File: src/rtl/conv_window_gen_pkg.sv
// Shared defaults and helpers for the convolution window datapath.
// Used by conv_window_gen and line_buffer.
package cnn_pkg;

    localparam int PIXEL_WIDTH_DEF = 8;
    localparam int KERNEL_SIZE_DEF = 4;

    // Counter width that stays at least 1 bit for degenerate depths
    function automatic int cw(input int n);
        return (n > 1) ? $clog2(n) : 1;
    endfunction

    function automatic int win_idx(input int r, input int c,
                                   input int k  = KERNEL_SIZE_DEF,
                                   input int pw = PIXEL_WIDTH_DEF);
        return pw * (r * k + c);
    endfunction

endpackage

File: src/rtl/conv_window_gen_if.sv
// Pixel-in / window-out bundle between a raster source and conv_window_gen.
// window_count only exists when WINDOW_COUNT_EN is defined.
interface conv_window_gen_if
    import cnn_pkg::*;
#(
    parameter int PIXEL_WIDTH = PIXEL_WIDTH_DEF,
    parameter int KERNEL_SIZE = KERNEL_SIZE_DEF
);
    logic [PIXEL_WIDTH-1:0]                         pixel_in;
    logic                                           pixel_valid;
    logic [PIXEL_WIDTH*KERNEL_SIZE*KERNEL_SIZE-1:0] window_out;
    logic                                           window_valid;
    logic                                           frame_done;
`ifdef WINDOW_COUNT_EN
    logic [15:0]                                    window_count;

    modport master (output pixel_in, pixel_valid,
                    input  window_out, window_valid, frame_done, window_count);
    modport slave  (input  pixel_in, pixel_valid,
                    output window_out, window_valid, frame_done, window_count);
`else
    modport master (output pixel_in, pixel_valid,
                    input  window_out, window_valid, frame_done);
    modport slave  (input  pixel_in, pixel_valid,
                    output window_out, window_valid, frame_done);
`endif
endinterface

File: src/rtl/conv_window_gen_line_buffer.sv
// One-row delay: circular RAM of DEPTH entries advancing only on en.
// dout is the entry written DEPTH accepted samples ago (read-before-write).
module line_buffer
    import cnn_pkg::*;
#(
    parameter int WIDTH = 8,
    parameter int DEPTH = 32
) (
    input  logic             clock,
    input  logic             reset,
    input  logic             en,
    input  logic [WIDTH-1:0] din,
    output logic [WIDTH-1:0] dout
);
    localparam int            AW   = cw(DEPTH);
    localparam logic [AW-1:0] LAST = AW'(DEPTH - 1);

    logic [WIDTH-1:0] mem [DEPTH];
    logic [AW-1:0]    ptr;

    assign dout = mem[ptr];

    always_ff @(posedge clock) begin
        if (reset)
            ptr <= '0;
        else if (en)
            ptr <= (ptr == LAST) ? '0 : ptr + 1'b1;
    end

    // Contents are never cleared; row/col gating upstream masks stale rows
    always_ff @(posedge clock) begin
        if (en)
            mem[ptr] <= din;
    end

endmodule

File: src/rtl/conv_window_gen.sv
// KxK stride-1 sliding-window generator over a raster pixel stream, 1-cycle latency.
// Define WINDOW_COUNT_EN to add the saturating per-frame window_count output.
module conv_window_gen
    import cnn_pkg::*;
#(
    parameter int PIXEL_WIDTH = PIXEL_WIDTH_DEF,
    parameter int KERNEL_SIZE = KERNEL_SIZE_DEF,
    parameter int IMG_WIDTH   = 32,
    parameter int IMG_HEIGHT  = 32
) (
    input  logic             clock,
    input  logic             reset,
    conv_window_gen_if.slave pix
);
    localparam int K  = KERNEL_SIZE;
    localparam int PW = PIXEL_WIDTH;
    localparam int CW = cw(IMG_WIDTH);
    localparam int RW = cw(IMG_HEIGHT);

    localparam logic [CW-1:0] COL_LAST  = CW'(IMG_WIDTH - 1);
    localparam logic [RW-1:0] ROW_LAST  = RW'(IMG_HEIGHT - 1);
    localparam logic [CW-1:0] COL_FIRST = CW'(K - 1);
    localparam logic [RW-1:0] ROW_FIRST = RW'(K - 1);

    logic [CW-1:0] col;
    logic [RW-1:0] row;

    // tap[i] = pixel i rows above the incoming one, same column
    logic [K-1:0][PW-1:0]        tap;
    logic [K-1:0][K-1:0][PW-1:0] win;
    logic [PW*K*K-1:0]           flat;
    logic                        win_d, done_d;

    assign tap[0] = pix.pixel_in;

    for (genvar i = 1; i < K; i++) begin : g_lb
        line_buffer #(.WIDTH(PW), .DEPTH(IMG_WIDTH)) u_lb (
            .clock (clock),
            .reset (reset),
            .en    (pix.pixel_valid),
            .din   (tap[i-1]),
            .dout  (tap[i])
        );
    end

    assign win_d  = pix.pixel_valid && (row >= ROW_FIRST) && (col >= COL_FIRST);
    assign done_d = pix.pixel_valid && (row == ROW_LAST) && (col == COL_LAST);

    always_ff @(posedge clock) begin
        if (reset) begin
            col <= '0;
            row <= '0;
        end else if (pix.pixel_valid) begin
            if (col == COL_LAST) begin
                col <= '0;
                row <= (row == ROW_LAST) ? '0 : row + 1'b1;
            end else begin
                col <= col + 1'b1;
            end
        end
    end

    // Row 0 is the oldest line, so it is fed from the deepest tap
    always_ff @(posedge clock) begin
        if (reset) begin
            win <= '0;
        end else if (pix.pixel_valid) begin
            for (int r = 0; r < K; r++) begin
                for (int c = 0; c < K - 1; c++)
                    win[r][c] <= win[r][c+1];
                win[r][K-1] <= tap[K-1-r];
            end
        end
    end

    always_ff @(posedge clock) begin
        if (reset) begin
            pix.window_valid <= 1'b0;
            pix.frame_done   <= 1'b0;
        end else begin
            pix.window_valid <= win_d;
            pix.frame_done   <= done_d;
        end
    end

    always_comb begin
        flat = '0;
        for (int r = 0; r < K; r++)
            for (int c = 0; c < K; c++)
                flat[win_idx(r, c, K, PW) +: PW] = win[r][c];
    end

    assign pix.window_out = flat;

`ifdef WINDOW_COUNT_EN
    logic [15:0] wcnt;

    // Holds the frame total during the frame_done cycle, then restarts
    always_ff @(posedge clock) begin
        if (reset)
            wcnt <= '0;
        else if (pix.frame_done)
            wcnt <= {15'd0, win_d};
        else if (win_d && wcnt != 16'hFFFF)
            wcnt <= wcnt + 16'd1;
    end

    assign pix.window_count = wcnt;
`endif

endmodule
File: src/flat_wrapper.sv
// flat-port wrapper written by rule: the top's interface ports become plain ports
module conv_window_gen_flat import cnn_pkg::*;
#(
    parameter int PIXEL_WIDTH = PIXEL_WIDTH_DEF,
    parameter int KERNEL_SIZE = KERNEL_SIZE_DEF,
    parameter int IMG_WIDTH   = 32,
    parameter int IMG_HEIGHT  = 32
)
  (clock, reset, pix_pixel_in, pix_pixel_valid, pix_window_out, pix_window_valid, pix_frame_done);
  conv_window_gen_if #(.PIXEL_WIDTH(PIXEL_WIDTH), .KERNEL_SIZE(KERNEL_SIZE)) pix_i ();
  input  logic clock;
  input  logic reset;
  input wire logic [$bits(pix_i.pixel_in)-1:0] pix_pixel_in;
  input wire logic [$bits(pix_i.pixel_valid)-1:0] pix_pixel_valid;
  output wire logic [$bits(pix_i.window_out)-1:0] pix_window_out;
  output wire logic [$bits(pix_i.window_valid)-1:0] pix_window_valid;
  output wire logic [$bits(pix_i.frame_done)-1:0] pix_frame_done;
  assign pix_i.pixel_in = pix_pixel_in;
  assign pix_i.pixel_valid = pix_pixel_valid;
  assign pix_window_out = pix_i.window_out;
  assign pix_window_valid = pix_i.window_valid;
  assign pix_frame_done = pix_i.frame_done;
  conv_window_gen #(.PIXEL_WIDTH(PIXEL_WIDTH), .KERNEL_SIZE(KERNEL_SIZE), .IMG_WIDTH(IMG_WIDTH), .IMG_HEIGHT(IMG_HEIGHT)) u_core (.clock(clock), .reset(reset), .pix(pix_i));
endmodule
File: config.mk
export PLATFORM = sky130hd
export DESIGN_NAME = conv_window_gen_flat
export DESIGN_NICKNAME = d
export VERILOG_FILES = /design/src/rtl/conv_window_gen_pkg.sv /design/src/rtl/conv_window_gen_if.sv /design/src/rtl/conv_window_gen_line_buffer.sv /design/src/rtl/conv_window_gen.sv /design/src/flat_wrapper.sv
export SDC_FILE = /design/constraint.sdc
export NUM_CORES = 1
export LEC_CHECK = 0
export BUFFER_PORTS_ARGS = -buffer_cell sky130_fd_sc_hd__buf_2
export CAP_MARGIN = 10
export CORE_UTILIZATION = 26
export CTS_BUF_LIST = sky130_fd_sc_hd__clkbuf_4
export DETAILED_ROUTE_END_ITERATION = 8
export GPL_ROUTABILITY_DRIVEN = 0
export SLEW_MARGIN = 20
export SYNTH_ARGS = -nofsm -noshare
export SYNTH_HDL_FRONTEND = slang
export SYNTH_SLANG_ARGS = --single-unit
export TNS_END_PERCENT = 100
File: constraint.sdc
create_clock -name clock -period 6.83 [get_ports clock]
set_input_delay 0.3415 -clock clock [delete_from_list [all_inputs] [get_ports clock]]
set_output_delay 0.3415 -clock clock [all_outputs]
set_load 0.02 [all_outputs]
# Yosys cells after proc, flatten, opt, wreduce, memory -nomap -nowiden
# Memory sizes are Yosys's and may differ from the RTL's. A register that Yosys moved wholly into a read port is not among the register bits.
# Cells that the tools add are included.
totals:
  ff_bits: 147
  ram_bits: 768
  inputBits: 11
  out_inout_bits: 130
  wordCells: 53
  mem_count: 3
memory_table:
  columns: ["memory", "words", "width", "rd", "rd_clocked_by_memory_dff", "write_ports", "line", "rtl"]
  rows:
  - ["u_core.g_lb[1].u_lb.mem", 32, 8, 1, 1, 1, "conv_window_gen_line_buffer.sv:18", "logic [WIDTH-1:0] mem [DEPTH];"]
  - ["u_core.g_lb[2].u_lb.mem", 32, 8, 1, 1, 1, "conv_window_gen_line_buffer.sv:18", null]
  - ["u_core.g_lb[3].u_lb.mem", 32, 8, 1, 1, 1, "conv_window_gen_line_buffer.sv:18", null]
classes:
  n_addsub: 5
  order_cmp: 2
  eq_ne: 5
  n_mux: 11
  reduce_logical: 5
op_table:
  columns: ["operator", "n"]
  rows:
  - ["$mux 5", 9]
  - ["$add 5x1->5 const B", 5]
  - ["$eq 5x5->1 const B", 5]
  - ["$ge 5x2->1 const B", 2]
  - ["$logic_and 1x1->1", 4]
  - ["$mux 1", 2]
  - ["$reduce_and 2->1", 1]

# Depth between registers and ports, before layout
depth:
  word_depth: 4
  mapped_depth: 9
  depth_no_buf: 8

# Cells and area by module
# From an unflattened synthesis, not the netlist that was laid out.
hier_totals:
  cells_unflattened: 1834
  area_unflattened_um2: 35927.0
modules_own_cells:
  columns: ["module", "instances", "cells_each", "area_each_um2", "seq_area_each_um2"]
  rows:
  - ["line_buffer", 3, 453, 10291.1, 7887.6]
  - ["conv_window_gen", 1, 475, 5053.6, 2802.7]

# Least setup slack after synthesis
# No wires, ideal clock.
synth_timing:
  path_kind: "register to register"
  start: "reg with a tool-made name"
  end: "mem u_core.g_lb[3].u_lb.mem[0][2], data pin"
  setup_time_ns: 0.553
  arrival_time_ns: 2.966
  required_ns: 6.277
  slack_ns: 3.311
  stages_incl_launch_ff: 7
  path_buffers: 2
  period_less_slack_ns: 3.519
  path_cell_list: "dfxtp_1 -> buf_2 -> buf_2 -> mux2i_1 -> a22oi_1 -> a21oi_1 -> nor4_1"
synth_lines:
  columns: ["element", "line"]
  rows:
  - ["end: declaration", "conv_window_gen_line_buffer.sv:18"]

==> metrics list <==
- Worst hold margin: 288.9 ps
* Max Freq: 315.2 MHz
* Power density over the cells: 281.7 nW/um^2
- In the final routed layout, each cell accounts on average for 18.62 um.
* Cells after synthesis: 2,196
- The detailed router put a total of 37.86 mm of wire on met1.
- Counting I/O delays and the setup requirement, the final critical path takes around 3200 ps.
- Entering global routing, the biggest net connects 97 pins.
- Setup repair after global routing missed its margin: no
- Largest buffer count on any clock path: 3
- The number of hold buffers added after CTS was 11.
- Total cell area at the placement stage: slightly below 40,000 sq um
- Input and output buffers added on the ports amount to 140.
- Synthesis inferred 933 register bits.
* Overflow left after global routing: 0
- Remaining antenna violation count after routing: 0
- Hold violation total from the final report: 0
- After synthesis, the netlist uses 47 different library cells.
* Post-route setup TNS: 0 ps
- LEAKAGE: 14.06 nW
- Dividing the final minimum period by the clock period gives 0.4645.
- Proportion of synthesized chip area in sequential cells: 0.7311
* Hold depth: 3
* Fill count: 13,620
- The multi-input combinational cells in the finished layout cover a total of 9265 sq um.
- STA puts the critical path data required time at around 7700 ps.
* Cell type group with the largest total delay on the critical path: buffers and inverters
* Highest fanout seen on the critical path: 89
* Crit path largest cell delay: between 800 and 900 ps
- The core region is 137,500 sq um.
- In this run the tightest slew margin relative to its limit is 0.3255.
- Cell chain of the critical path: buf_12 > mux2i_1 > a22oi_1 > a21oi_1 > nor4_2 > buf_4
* Critical path data arrival time: 4020 ps
- Share of layout cells above drive strength 1: 0.2480
* Share of total power in sequential cells: 0.539
* Die H: 374.4 um
* Wire length of the first global-routing pass: around 130 mm
* Critical Path Stages: 6
- After detailed routing, the number of vias per cell comes to 4.504.
- Clock power share: 0.394
- Number of DRC markers after the initial detailed-route iteration: 1,661
- The number of placed instances, taps included, is around 4,000.
* Summed area of non-filler cells in the final layout: ~42,000 sq um
- Clock insertion delay at the later pin of the skew report: 1150 ps
- The run finished with clean final reports.
- The number of antenna violations at the first check in global routing was 3.
- CTS sink count: between 900 and 1,000
* CTS H-tree lvls: 4
- Met2 wirelength from detailed routing: ~38 mm
- Switching part of the total power: 0.2426
* Combinational cell fraction of total power: 0.067
* Count of pins on the block boundary: between 100 and 150
- Before CTS, the worst setup slack after placement is 3700 ps.
* Kind of end point of the critical path: register
- CTS tree: built
- Commonest non-fill, non-tap cell in the layout: sky130_fd_sc_hd__edfxtp_1
* Yosys warning total: 0
- Setup bufs post-CTS: 0
- Worst clock skew: 89.95 ps
- The worst setup path is of the reg -> reg kind.
- For this run, design rule violations remaining after detail routing come to 0.
- From synthesis to final layout, the design area changed by 16.92%.
* Clock slew seen by the registers of the worst setup and hold paths: 70 ps
* Net Count, Synth: roughly 2,200
- The design draws 11.88 mW.
* Combined buffer and inverter count along the critical path: 2
- Uppermost routed layer: met4
* Overall die area: 140,200 sq um
- Final Non-Filler Cells: approximately 4,500
- Asr flop ratio synth: 0
- Detailed placement finished with a half-perimeter wire length of approximately 50 mm.
* Vias after detailed routing: slightly above 20,000
* Detail Route met3 WL: 5.989 mm
* Number of max-cap violations: 0
* WL final: 83.59 mm
- STA classifies the critical path startpoint as a register.
* Cell at the slowest stage of the critical path: sky130_fd_sc_hd__dfxtp_4
* GRT Util Overall: 0.1169
- The number of clock buffers added by TritonCTS is 234.
* Prevailing post-synth register cell: sky130_fd_sc_hd__edfxtp_1
* Path class of the lowest-slack min-delay path: in -> reg
* Logic depth of the worst register-to-register path: 6
- Via count of the first global-routing pass: 20,260
- Power spent charging and discharging nets: 2.882 mW
- For this run, the post-layout net count is between 2,000 and 3,000.
- At the end of the flow the core is filled with cells to 0.3067.
- Storage element area: 26,380 sq um
- From left edge to right edge, the die measures 374.4 um.
- The initial utilization of the core area, before any placement, comes to 0.2623.
* Number of instances resized during post-cts repair: 0
- The floorplan has 136 rows.
* Netlist area before placement: 36,060 sq um
- Number of enable-type register cells in the synthesized netlist: 768
- At the pin with the least slew margin, the transition time is 1009 ps.
- The count of final max-slew check failures was 0.
- Final worst setup slack: 3657 ps
- Avg Synthesized Cell Area: 16.42 sq um
* Top library cells by usage in the layout, fill and taps aside: 768 x sky130_fd_sc_hd__edfxtp_1, 378 x sky130_fd_sc_hd__mux2i_1, 347 x sky130_fd_sc_hd__clkbuf_4
* Int Power: 8.996 mW
- Pre-Repair DR Iteration Count: 5
* VDD IR-drop max: approximately 0.13 mV
* Final setup viols: 0
- The root buffer cell chosen for the clock tree is sky130_fd_sc_hd__clkbuf_4.
==> layer usage <==
metal / up-vias / GRT usage
li1: 9329 / -
met1: 10110 / 0.1574
met2: 663 / 0.1783
met3: 115 / 0.03397
met4: 0 / 0.04098
met5: - / 0
==> final timing paths <==
| check | to | slack, ps | from |
|---|---|---|---|
| hold reg to reg | u_core.row[4]$_SDFFE_PP0P_ | 480 | u_core.row[4]$_SDFFE_PP0P_ |
| hold / removal | u_core.pix.window_out[108]$_SDFFE_PP0P_ | 290 | reset |
| setup / recovery | u_core.g_lb[3].u_lb.mem[0][1]$_DFFE_PP_ | 3660 | register |
| setup reg to reg | u_core.g_lb[3].u_lb.mem[0][1]$_DFFE_PP_ | 3660 | register |
==> power by group through the flow <==
| stage | logic [mW] | clock network, mW | registers (mW) |
|---|---|---|---|
| after floorplan | 0.473 | 0 | 6.52 |
| after global placement | 0.789 | 0 | 6.53 |
| after global routing | 0.855 | 5.11 | 6.41 |
| final | 0.796 | 4.68 | 6.40 |
| after CTS | 0.806 | 4.82 | 6.41 |
| after detailed placement | 0.799 | 0 | 6.53 |
==> Yosys cell counts (3+ instances only) <==
library cell                 n  share of area
sky130_fd_sc_hd__nor3_1     31         0.0043
sky130_fd_sc_hd__or2_2       3        0.00052
sky130_fd_sc_hd__nand3b_1    7         0.0015
sky130_fd_sc_hd__nand2_1    37         0.0039
sky130_fd_sc_hd__edfxtp_1  768           0.64
sky130_fd_sc_hd__dfxtp_1   165          0.092
sky130_fd_sc_hd__or3_1       3        0.00052
sky130_fd_sc_hd__buf_4      14         0.0029
sky130_fd_sc_hd__mux2i_1   378           0.10
sky130_fd_sc_hd__nand3_1    14         0.0019
sky130_fd_sc_hd__clkbuf_1   82         0.0085
sky130_fd_sc_hd__nand2b_1   13         0.0023
sky130_fd_sc_hd__buf_2      26         0.0036
sky130_fd_sc_hd__nor2b_1    11         0.0019
sky130_fd_sc_hd__a22o_1     16         0.0039
sky130_fd_sc_hd__mux2_2      3        0.00094
sky130_fd_sc_hd__nor4_1     19         0.0033
sky130_fd_sc_hd__nor2_1    214          0.022
sky130_fd_sc_hd__buf_1      11         0.0011
sky130_fd_sc_hd__nor3b_1     7         0.0015
sky130_fd_sc_hd__and3b_1     3        0.00073
sky130_fd_sc_hd__inv_1       6        0.00062
sky130_fd_sc_hd__o21ai_0    12         0.0017
sky130_fd_sc_hd__a21oi_1    85          0.012
sky130_fd_sc_hd__ha_1       19         0.0066
sky130_fd_sc_hd__a22oi_1   144          0.030
sky130_fd_sc_hd__a31oi_1     5        0.00087
sky130_fd_sc_hd__mux4_2     62          0.039
sky130_fd_sc_hd__and3_1     12         0.0021
==> logic make-up after synthesis <==
logic type               synth area share
AO/OA/AOI/OAI                     0.05211
adder cells (fa/ha/maj)          0.006592
buffers and inverters             0.01756
flip-flops                         0.7311
multiplexers                       0.1446
AND/OR/NAND/NOR                   0.04805
==> flip-flops by register name, summed over array words and instances (netlist names), named ones only <==
| signal | cells |
|---|---|
| u_core.col | 5 |
| u_core.g_lb.u_lb.mem | 768 |
| u_core.g_lb.u_lb.ptr | 15 |
| u_core.pix.frame_done | 1 |
| u_core.pix.window_out | 128 |
| u_core.pix.window_valid | 1 |
| u_core.row | 5 |
==> tightest hold or removal path, cell delays in order <==
cell,delay [ps]
sky130_fd_sc_hd__dlygate4sd3_1,560
sky130_fd_sc_hd__buf_6,320
sky130_fd_sc_hd__nor2_1,160
==> layout make-up <==
cell class | instances | share of cell area
Clock buffer | 347 | 0.06178
Tap cell | 1794 | 0.05324
Clock inverter | 84 | 0.01051
Sequential cell | 933 | 0.6257
Inverter | 6 | 0.0005342
Multi-Input combinational cell | 1121 | 0.2197
Antenna cell | 8 | 0.0004748
Timing Repair Buffer | 195 | 0.02804
No activity file was read; power rests on OpenSTA's default activity.
